`config.mk`:
```
export PLATFORM = sky130hd
export DESIGN_NAME = ysyx_2022040010_mem_router
export DESIGN_NICKNAME = d
export VERILOG_FILES = /design/src/rtl/ysyx_2022040010_mem_router.sv
export SDC_FILE = /design/constraint.sdc
export NUM_CORES = 1
export LEC_CHECK = 0
export CAP_MARGIN = 10
export CORE_AREA = 2 2 237 239
export CTS_CLUSTER_SIZE = 14
export DETAILED_ROUTE_END_ITERATION = 12
export DIE_AREA = 0 0 239 241
export PLACE_DENSITY = 0.61
export SYNTH_ARGS = -nofsm -noshare
export SYNTH_HDL_FRONTEND = slang
export SYNTH_SLANG_ARGS = --single-unit
```
`constraint.sdc`:
```
create_clock -name clk -period 2.2 [get_ports clk]
set_input_delay 0.55 -clock clk [delete_from_list [all_inputs] [get_ports clk]]
set_output_delay 0.55 -clock clk [all_outputs]
set_load 0.01 [all_outputs]
```
`src/rtl/ysyx_2022040010_mem_router.sv`:
```
// LSU-side request router: steers one load/store at a time to the D-cache or
// the uncached port, returns data/ack as a single-cycle response, and reports errors.
module ysyx_2022040010_mem_router #(
    parameter int unsigned TIMEOUT = 1024,
    parameter int unsigned CNT_W   = 11
) (
    input  logic        clk,
    input  logic        rst_n,
    input  logic        req_valid_i,
    output logic        req_ready_o,
    input  logic [63:0] req_addr_i,
    input  logic        req_wen_i,
    input  logic [63:0] req_wdata_i,
    input  logic [7:0]  req_wmask_i,
    input  logic        cache_sel_i,
    input  logic        uncache_sel_i,
    output logic        dc_valid_o,
    input  logic        dc_ready_i,
    output logic [63:0] dc_addr_o,
    output logic        dc_wen_o,
    output logic [63:0] dc_wdata_o,
    output logic [7:0]  dc_wmask_o,
    input  logic        dc_rvalid_i,
    input  logic [63:0] dc_rdata_i,
    output logic        uc_valid_o,
    input  logic        uc_ready_i,
    output logic [63:0] uc_addr_o,
    output logic        uc_wen_o,
    output logic [63:0] uc_wdata_o,
    output logic [7:0]  uc_wmask_o,
    input  logic        uc_rvalid_i,
    input  logic [63:0] uc_rdata_i,
    output logic        resp_valid_o,
    output logic [63:0] resp_rdata_o,
    output logic        resp_err_o
);

    typedef enum logic [2:0] {
        S_IDLE,
        S_ISSUE,
        S_WAIT,
        S_RESP,
        S_DRAIN
    } state_e;

    localparam logic [CNT_W-1:0] TERM_CNT = CNT_W'(TIMEOUT - 1);

    state_e           state_q, state_d;
    logic [63:0]      addr_q, addr_d;
    logic             wen_q, wen_d;
    logic [63:0]      wdata_q, wdata_d;
    logic [7:0]       wmask_q, wmask_d;
    logic             tgt_uc_q, tgt_uc_d;
    logic [63:0]      rdata_q, rdata_d;
    logic             err_q, err_d;
    logic             drain_q, drain_d;
    logic [CNT_W-1:0] cnt_q, cnt_d;

    logic             sel_ready;
    logic             sel_rvalid;
    logic [63:0]      sel_rdata;
    logic             term;

    always_ff @(posedge clk or negedge rst_n) begin
        if (!rst_n) begin
            state_q  <= S_IDLE;
            addr_q   <= '0;
            wen_q    <= 1'b0;
            wdata_q  <= '0;
            wmask_q  <= '0;
            tgt_uc_q <= 1'b0;
            rdata_q  <= '0;
            err_q    <= 1'b0;
            drain_q  <= 1'b0;
            cnt_q    <= '0;
        end else begin
            state_q  <= state_d;
            addr_q   <= addr_d;
            wen_q    <= wen_d;
            wdata_q  <= wdata_d;
            wmask_q  <= wmask_d;
            tgt_uc_q <= tgt_uc_d;
            rdata_q  <= rdata_d;
            err_q    <= err_d;
            drain_q  <= drain_d;
            cnt_q    <= cnt_d;
        end
    end

    // Only the latched target port is ever listened to.
    assign sel_ready  = tgt_uc_q ? uc_ready_i  : dc_ready_i;
    assign sel_rvalid = tgt_uc_q ? uc_rvalid_i : dc_rvalid_i;
    assign sel_rdata  = tgt_uc_q ? uc_rdata_i  : dc_rdata_i;
    assign term       = (cnt_q >= TERM_CNT);

    always_comb begin
        state_d  = state_q;
        addr_d   = addr_q;
        wen_d    = wen_q;
        wdata_d  = wdata_q;
        wmask_d  = wmask_q;
        tgt_uc_d = tgt_uc_q;
        rdata_d  = rdata_q;
        err_d    = err_q;
        drain_d  = drain_q;
        cnt_d    = cnt_q;
        case (state_q)
            S_IDLE: begin
                if (req_valid_i) begin
                    addr_d   = req_addr_i;
                    wen_d    = req_wen_i;
                    wdata_d  = req_wdata_i;
                    wmask_d  = req_wmask_i;
                    tgt_uc_d = uncache_sel_i;
                    rdata_d  = '0;
                    drain_d  = 1'b0;
                    cnt_d    = '0;
                    if (cache_sel_i ^ uncache_sel_i) begin
                        err_d   = 1'b0;
                        state_d = S_ISSUE;
                    end else begin
                        err_d   = 1'b1;
                        state_d = S_RESP;
                    end
                end
            end
            S_ISSUE: begin
                cnt_d = cnt_q + 1'b1;
                if (sel_ready) begin
                    state_d = S_WAIT;
                end else if (term) begin
                    err_d   = 1'b1;
                    rdata_d = '0;
                    state_d = S_RESP;
                end
            end
            S_WAIT: begin
                cnt_d = cnt_q + 1'b1;
                if (sel_rvalid) begin
                    rdata_d = wen_q ? '0 : sel_rdata;
                    err_d   = 1'b0;
                    state_d = S_RESP;
                end else if (term) begin
                    err_d   = 1'b1;
                    rdata_d = '0;
                    drain_d = 1'b1;
                    state_d = S_RESP;
                end
            end
            S_RESP: begin
                // A stray response landing during the error pulse already satisfies the drain.
                if (drain_q && !sel_rvalid) begin
                    state_d = S_DRAIN;
                end else begin
                    state_d = S_IDLE;
                end
                drain_d = 1'b0;
            end
            S_DRAIN: begin
                if (sel_rvalid) begin
                    state_d = S_IDLE;
                end
            end
            default: state_d = S_IDLE;
        endcase
    end

    assign req_ready_o  = (state_q == S_IDLE);

    assign dc_valid_o   = (state_q == S_ISSUE) && !tgt_uc_q;
    assign dc_addr_o    = dc_valid_o ? addr_q  : '0;
    assign dc_wen_o     = dc_valid_o & wen_q;
    assign dc_wdata_o   = dc_valid_o ? wdata_q : '0;
    assign dc_wmask_o   = dc_valid_o ? wmask_q : '0;

    assign uc_valid_o   = (state_q == S_ISSUE) && tgt_uc_q;
    assign uc_addr_o    = uc_valid_o ? addr_q  : '0;
    assign uc_wen_o     = uc_valid_o & wen_q;
    assign uc_wdata_o   = uc_valid_o ? wdata_q : '0;
    assign uc_wmask_o   = uc_valid_o ? wmask_q : '0;

    assign resp_valid_o = (state_q == S_RESP);
    assign resp_rdata_o = resp_valid_o ? rdata_q : '0;
    assign resp_err_o   = resp_valid_o & err_q;

endmodule
```
# == Yosys cells after proc, flatten, opt, wreduce, memory -nomap -nowiden ==
# Cells that the tools add are included.
# op_classes
bitwise_logic,4
muxes,36
shifts,0
div_mod_pow,0
addsub,1
order_cmp,1
eq_ne,9
reduce_logical,15
mul,0
# ops
op,n
64-bit 2-to-1 mux,11
64-bit one-hot mux with 3 select lines,1
11-bit one-hot mux with 2 select lines,1
3-bit 2-to-1 mux,6
8-bit 2-to-1 mux,2
3-bit one-hot mux with 5 select lines,1
"11-bit by 1-bit adder with 11-bit output, second input constant",1
"11-bit by 10-bit >= comparator with 1-bit output, second input constant",1
11-bit 2-to-1 mux,1
1-bit 2-to-1 mux,10
"2-bit inequality test, second input constant",5
"3-bit by 2-bit == test with 1-bit output, second input constant",2
1-bit one-hot mux with 3 select lines,2
2-bit AND reduction,3
3-bit nonzero test,2
4-bit AND reduction,1
1-bit bitwise AND,3
"3-bit by 1-bit == test with 1-bit output, second input constant",1
"3-bit == test, second input constant",1
1-bit logical AND,3
3-bit zero test,1
3-bit AND reduction,1
1-bit zero test,2
2-bit 2-to-1 mux,1
3 further kinds,3
# totals
rom_bits,0
latch_bits,0
reg_bits,218
memories,0
word_cells,76
output_inout_bits,343
mem_bits_rw,0

# == Longest topological paths before layout ==
# depth
word_depth,5
ltp_mapped,8
depth_no_buf,5

# == Worst setup path after synthesis ==
# OpenSTA, ideal clock, no wires.
# synth_path
path_type,reg2out
from,register state_q[1]
to,output dc_addr_o[10]
t_required_ps,1650
stages_incl_launch_ff,6
arrival_time_ps,1553
path_slack_ps,97
cell_sequence,dfrtp_1 > nor3b_1 > nor2b_1 > clkbuf_1 > clkbuf_1 > and2_1
# synth_via
elab_chain_len,3
# synth_lines
item,line,text
"start, declared",48,"state_e state_q, state_d;"
"start signal, assigned",77,state_q <= state_d;
3-bit by 1-bit == test with 1-bit output,170,assign dc_valid_o = (state_q == S_ISSUE) && !tgt_uc_q;
1-bit logical AND,170,
64-bit 2-to-1 mux,171,assign dc_addr_o = dc_valid_o ? addr_q : '0;
"end, declared",19,"output logic [63:0] dc_addr_o,"
# Every way passes these cells.

# == Worst setup path in the final report ==
# layout_path
from,register state_q[2]
to,output dc_wdata_o[2]
# layout_via
elab_chain_len,3
# layout_lines
item,line,text
3-bit by 1-bit == test with 1-bit output,170,
1-bit logical AND,170,
64-bit 2-to-1 mux,173,assign dc_wdata_o = dc_valid_o ? wdata_q : '0;
"end, declared",21,"output logic [63:0] dc_wdata_o,"
# Every way passes these cells.

==> results.md <==
| Step | Metric | This run |
| --- | --- | --- |
| floorplan | Area of the core region | 54,900 µm² |
| floorplan | Number of rows in the core area | 86 |
| cts | Clock root buffer | sky130_fd_sc_hd__clkbuf_16 |
| timing | Post-layout minimum cycle time | 2.87 ns |
| global routing | Grt total ovfl | 0 |
| route | Drt wl/cell | 20.6 µm |
| pwr | Power per cell area | 1410 nW/µm² |
| floorplan | Initial Utilization | 22.5% |
| worst setup path | Critical path, cell by cell | nor3b_4, nor2b_4, buf_12, buf_12, buf_12, buf_8, buf_16, buf_12, and2_4, buf_6 |
| synthesis | Compound-cell area share of the yosys netlist | 9.77% |
| cts | Number of clock sinks seen by CTS | 218 |
| timing | Total of endpoints with negative setup slack in the final report | 409 |
| worst setup path | Critical Path Fanout Max | 7 |
| cts | Clock insertion delay at the later pin of the skew report | 0.56 ns |
| route | Total iterations of the first detailed-routing run | 5 |
| floorplan | Area enclosed by the die boundary | 57,600 µm² |
| synthesis | Leading post-synthesis cells by instance count | 484 x sky130_fd_sc_hd__nand2_1, 218 x sky130_fd_sc_hd__dfrtp_1, 206 x sky130_fd_sc_hd__and2_1 |
| worst setup path | Required time of the critical path | 1.65 ns |
| synthesis | Synth area leaders | sky130_fd_sc_hd__dfrtp_1 44%, sky130_fd_sc_hd__nand2_1 15%, sky130_fd_sc_hd__and2_1 10%, sky130_fd_sc_hd__and3_1 7.0%, sky130_fd_sc_hd__mux2i_1 5.2% |
| synthesis | Average cell area after synthesis | 8.16 µm² |
| status | Violations in the final reports | negative setup slack |
| synthesis | Largest area contributor in the synthesized netlist | sky130_fd_sc_hd__dfrtp_1 |
| global routing | Via count of the first global-routing pass | 13,900 |
| cts | Total clock buffers created by CTS | 27 |
| cts | Bufs on Longest Clock Path | 3 |
| pwr | IR drop worst, VDD | 0.000727 V |
| timing | Worst Hold Margin | 0.473 ns |
| worst setup path | Worst Setup Start Kind | register |
| global routing | Maximum number of pins on one net before global-route repair | 109 |
| worst setup path | Most Frequent Cell on Critical Path | sky130_fd_sc_hd__buf_12 |
| route | DR vias | 14,000 |
| finish | Number of nets at the end of the flow | 2,518 |
| synthesis | Mux share of post-synthesis cell area | 5.38% |
| route | Antenna violation net count after detailed routing | 0 |
| pwr | Pleak | 11.4 nW |
| synthesis | Number of synthesized flops with an enable pin | 0 |
| synthesis | Number of different library cells in the post-synthesis netlist | 50 |
| synthesis | Commonest register cell after synthesis | sky130_fd_sc_hd__dfrtp_1 |
| place | Port Buffers | 616 |
| route | Number of DRC violations after detailed-routing iteration 0 | 754 |
| synthesis | Count of state elements after synthesis | 218 |
| worst setup path | Category of the most critical setup path | register to output port |
| worst setup path | Critical path arrival | 2.32 ns |
| worst setup path | CP top delay family | buffers and inverters |
| global routing | Global-route wire length before repair | 85.3 mm |
| timing | Worst slew pin tran | 0.624 ns |
| floorplan | Horizontal extent of the die | 239 µm |
| synthesis | Synthesized Nets | 1,786 |
| timing | Number of failing hold endpoints at the final stage | 0 |
| pwr | Post-layout total power | 33.0 mW |
| cts | Clock transition at the registers of the reported paths | 0.06 ns |
| global routing | Initial antenna violation count | 1 |
| timing | Unrepaired setup endpoints after global routing | true |
| cts | Clock tree from TritonCTS | done |
| min path | Path category of the worst min-delay check | register to register |
| synthesis | Number of warning messages in the yosys log | 0 |
| synthesis | XOR/XNOR share of the synthesized area | 0.284% |
| finish | Post-route standard cell area excluding fillers | 23,500 µm² |
| synthesis | Arithmetic-cell share of the synthesized area counting full adders, half adders and majority gates | 0.101% |
| worst setup path | Slowest stage cell, crit path | sky130_fd_sc_hd__dfrtp_1 |
| synthesis | Post-Syn Area | 12,300 µm² |
| route | DRC violations left | 0 |
| cts | H-tree levels | 1 |
| route | Total Routed Length | 61.0 mm |
| status | Status | finished with violations |
| floorplan | Die H | 241 µm |
| route | Average via count per standard cell | 4.72 |
| flow run | Number of maximum-capacitance violations | 0 |
| finish | Fraction of layout cells with a size suffix above 1 | 35.2% |
| timing | Minimum setup slack in the final design | -0.675 ns |
| synthesis | Proportion of synthesized flip-flops having asynchronous set or reset | 100% |
| timing | Final Slew Violations | 0 |
| worst setup path | Worst Path Buf+Inv | 7 |
| finish | Post-Route Utilization | 42.7% |
| synthesis | Post-synthesis sequential area ratio | 44.2% |
| timing | Worst relative slew slack | 58.4% |
| finish | Area grow syn2layout | 90.2% |
| worst setup path | Largest stage delay, worst path | 0.41 ns |
| timing | Maximum clock skew at final layout | 0.00659 ns |
| finish | Antenna diodes | 0 |
| place | Routability congestion estimate from global placement | 0.836 |
| worst setup path | Crit. End Element | output port |
| place | Post-Place Cell Area | 19,800 µm² |
| synthesis | Most frequent cell after synthesis | sky130_fd_sc_hd__nand2_1 |
| synthesis | Instance count of the mapped netlist | 1,511 |
| global routing | GRT Overall Usage | 19.3% |
| floorplan | Top-level I/O count | 617 |
| synthesis | Area share of the largest cell type after synthesis | 44.2% |
| synthesis | Basic-gate share of the synthesized area counting and, or, nand and nor cells | 35.8% |
| place | HPWL after DPL | 39.2 mm |
| timing | Final Cycle Share | 131% |
| synthesis | Main combinational cell family by area after synthesis | simple AND/OR/NAND/NOR gates |
| timing | Fmax | 348 MHz |
cell type report:
type | instances | area (µm²)
tap | 704 | 881
fill | 5282 | 31400
clock inverter | 12 | 174
timing repair buffer | 834 | 9110
multi-input combinational | 1157 | 7060
sequential | 218 | 5460
clock buffer | 35 | 756
inverter | 5 | 18.8
worst paths after layout:
path	start	endpoint	slack, ns	depth (start not counted)
worst max-delay path	state_q[2]$_DFFE_PN0P_	dc_wdata_o[2]	-0.67	10
worst min-delay path	err_q$_DFFE_PN0P_	err_q$_DFFE_PN0P_	0.47	2
worst max register to register	state_q[0]$_DFFE_PN0P_	rdata_q[20]$_DFFE_PN0P_	-0.32	12
worst min register to register	err_q$_DFFE_PN0P_	err_q$_DFFE_PN0P_	0.47	2
max in group asynchronous	rst_n	addr_q[17]$_DFFE_PN0P_	1.03	3
min in group asynchronous	rst_n	rdata_q[28]$_DFFE_PN0P_	0.52	2
registers in the layout (all words and copies together), names as in the netlist:
register  cells
err_q         1
wen_q         1
state_q       3
wdata_q      64
rdata_q      64
addr_q       64
drain_q       1
tgt_uc_q      1
cnt_q        11
wmask_q       8
what timing repair did:
item,in CTS,in global routing
buffers inserted,78,54
setup endpoints to repair,392,405
hold buffers,1,0
pin swaps,33,3
cloned,28,4
resized for setup,1353,464
hold endpoints to repair,39,0
worst reg2reg max path, cell delays in order (launching register included):
cell and delay [ns]:
sky130_fd_sc_hd__dfrtp_1 0.38, sky130_fd_sc_hd__nor3b_4 0.16, sky130_fd_sc_hd__buf_4 0.13, sky130_fd_sc_hd__buf_6 0.12, sky130_fd_sc_hd__buf_12 0.12, sky130_fd_sc_hd__buf_4 0.15, sky130_fd_sc_hd__buf_16 0.13, sky130_fd_sc_hd__buf_4 0.15
sky130_fd_sc_hd__buf_4 0.17, sky130_fd_sc_hd__a211o_2 0.40, sky130_fd_sc_hd__buf_12 0.20, sky130_fd_sc_hd__a22oi_1 0.22, sky130_fd_sc_hd__nand2_1 0.08
where the power goes:
group	internal, mW	leakage, nW	switching [mW]	total, mW
clock	2.88	0.463	1.85	4.73
sequential	5.92	2.66	1.92	7.84
combinational	11.2	8.32	9.23	20.4
through the flow:
step | TNS, ns | worst slack, ns | instances
6_report | -184.58 | -0.675 | 2965
5_1_grt | -230.80 | -0.799 | 2965
4_1_cts | -192.24 | -0.785 | 2929
3_5_place_dp | -89.56 | -0.369 | 2777
3_3_place_gp | -81.70 | -0.304 | 2777
2_1_floorplan | 0 | 0.0973 | 1511
cells by family after synthesis:
group | Yosys count
AOI/OAI and AO/OA | 165
xor gates and xnor gates | 4
adders and majority gates | 1
buffers and inverters | 136
DFF | 218
muxes | 66
and+or+nand+nor | 921
cells in the final DEF, fill, tap and decap left out, types with 8 or more instances in the layout:
master and n:
sky130_fd_sc_hd__nand2_1 483, sky130_fd_sc_hd__clkdlybuf4s50_1 273, sky130_fd_sc_hd__buf_6 229, sky130_fd_sc_hd__dfrtp_1 217
sky130_fd_sc_hd__and2_1 107, sky130_fd_sc_hd__and2_4 99, sky130_fd_sc_hd__and3_4 91, sky130_fd_sc_hd__buf_2 85
sky130_fd_sc_hd__buf_4 79, sky130_fd_sc_hd__a22oi_1 64, sky130_fd_sc_hd__mux2i_1 64, sky130_fd_sc_hd__o211ai_1 63
sky130_fd_sc_hd__nor2_1 63, sky130_fd_sc_hd__buf_12 58, sky130_fd_sc_hd__and3_1 47, sky130_fd_sc_hd__clkdlybuf4s15_2 39
sky130_fd_sc_hd__clkbuf_16 31, sky130_fd_sc_hd__buf_8 21, sky130_fd_sc_hd__buf_16 19, sky130_fd_sc_hd__dlymetal6s2s_1 13
sky130_fd_sc_hd__clkbuf_2 12, sky130_fd_sc_hd__o21ai_0 8
layer usage:
layer | up-vias | routed length, µm | GRT usage (%)
met3 | 117 | 3480 | 4.28
met1 | 6913 | 24900 | 23.6
li1 | 6486 | - | -
met2 | 492 | 30200 | 33.2
met4 | 0 | 2460 | 7.41
met5 | - | 0 | 0
(Power assumes the default switching activity.)
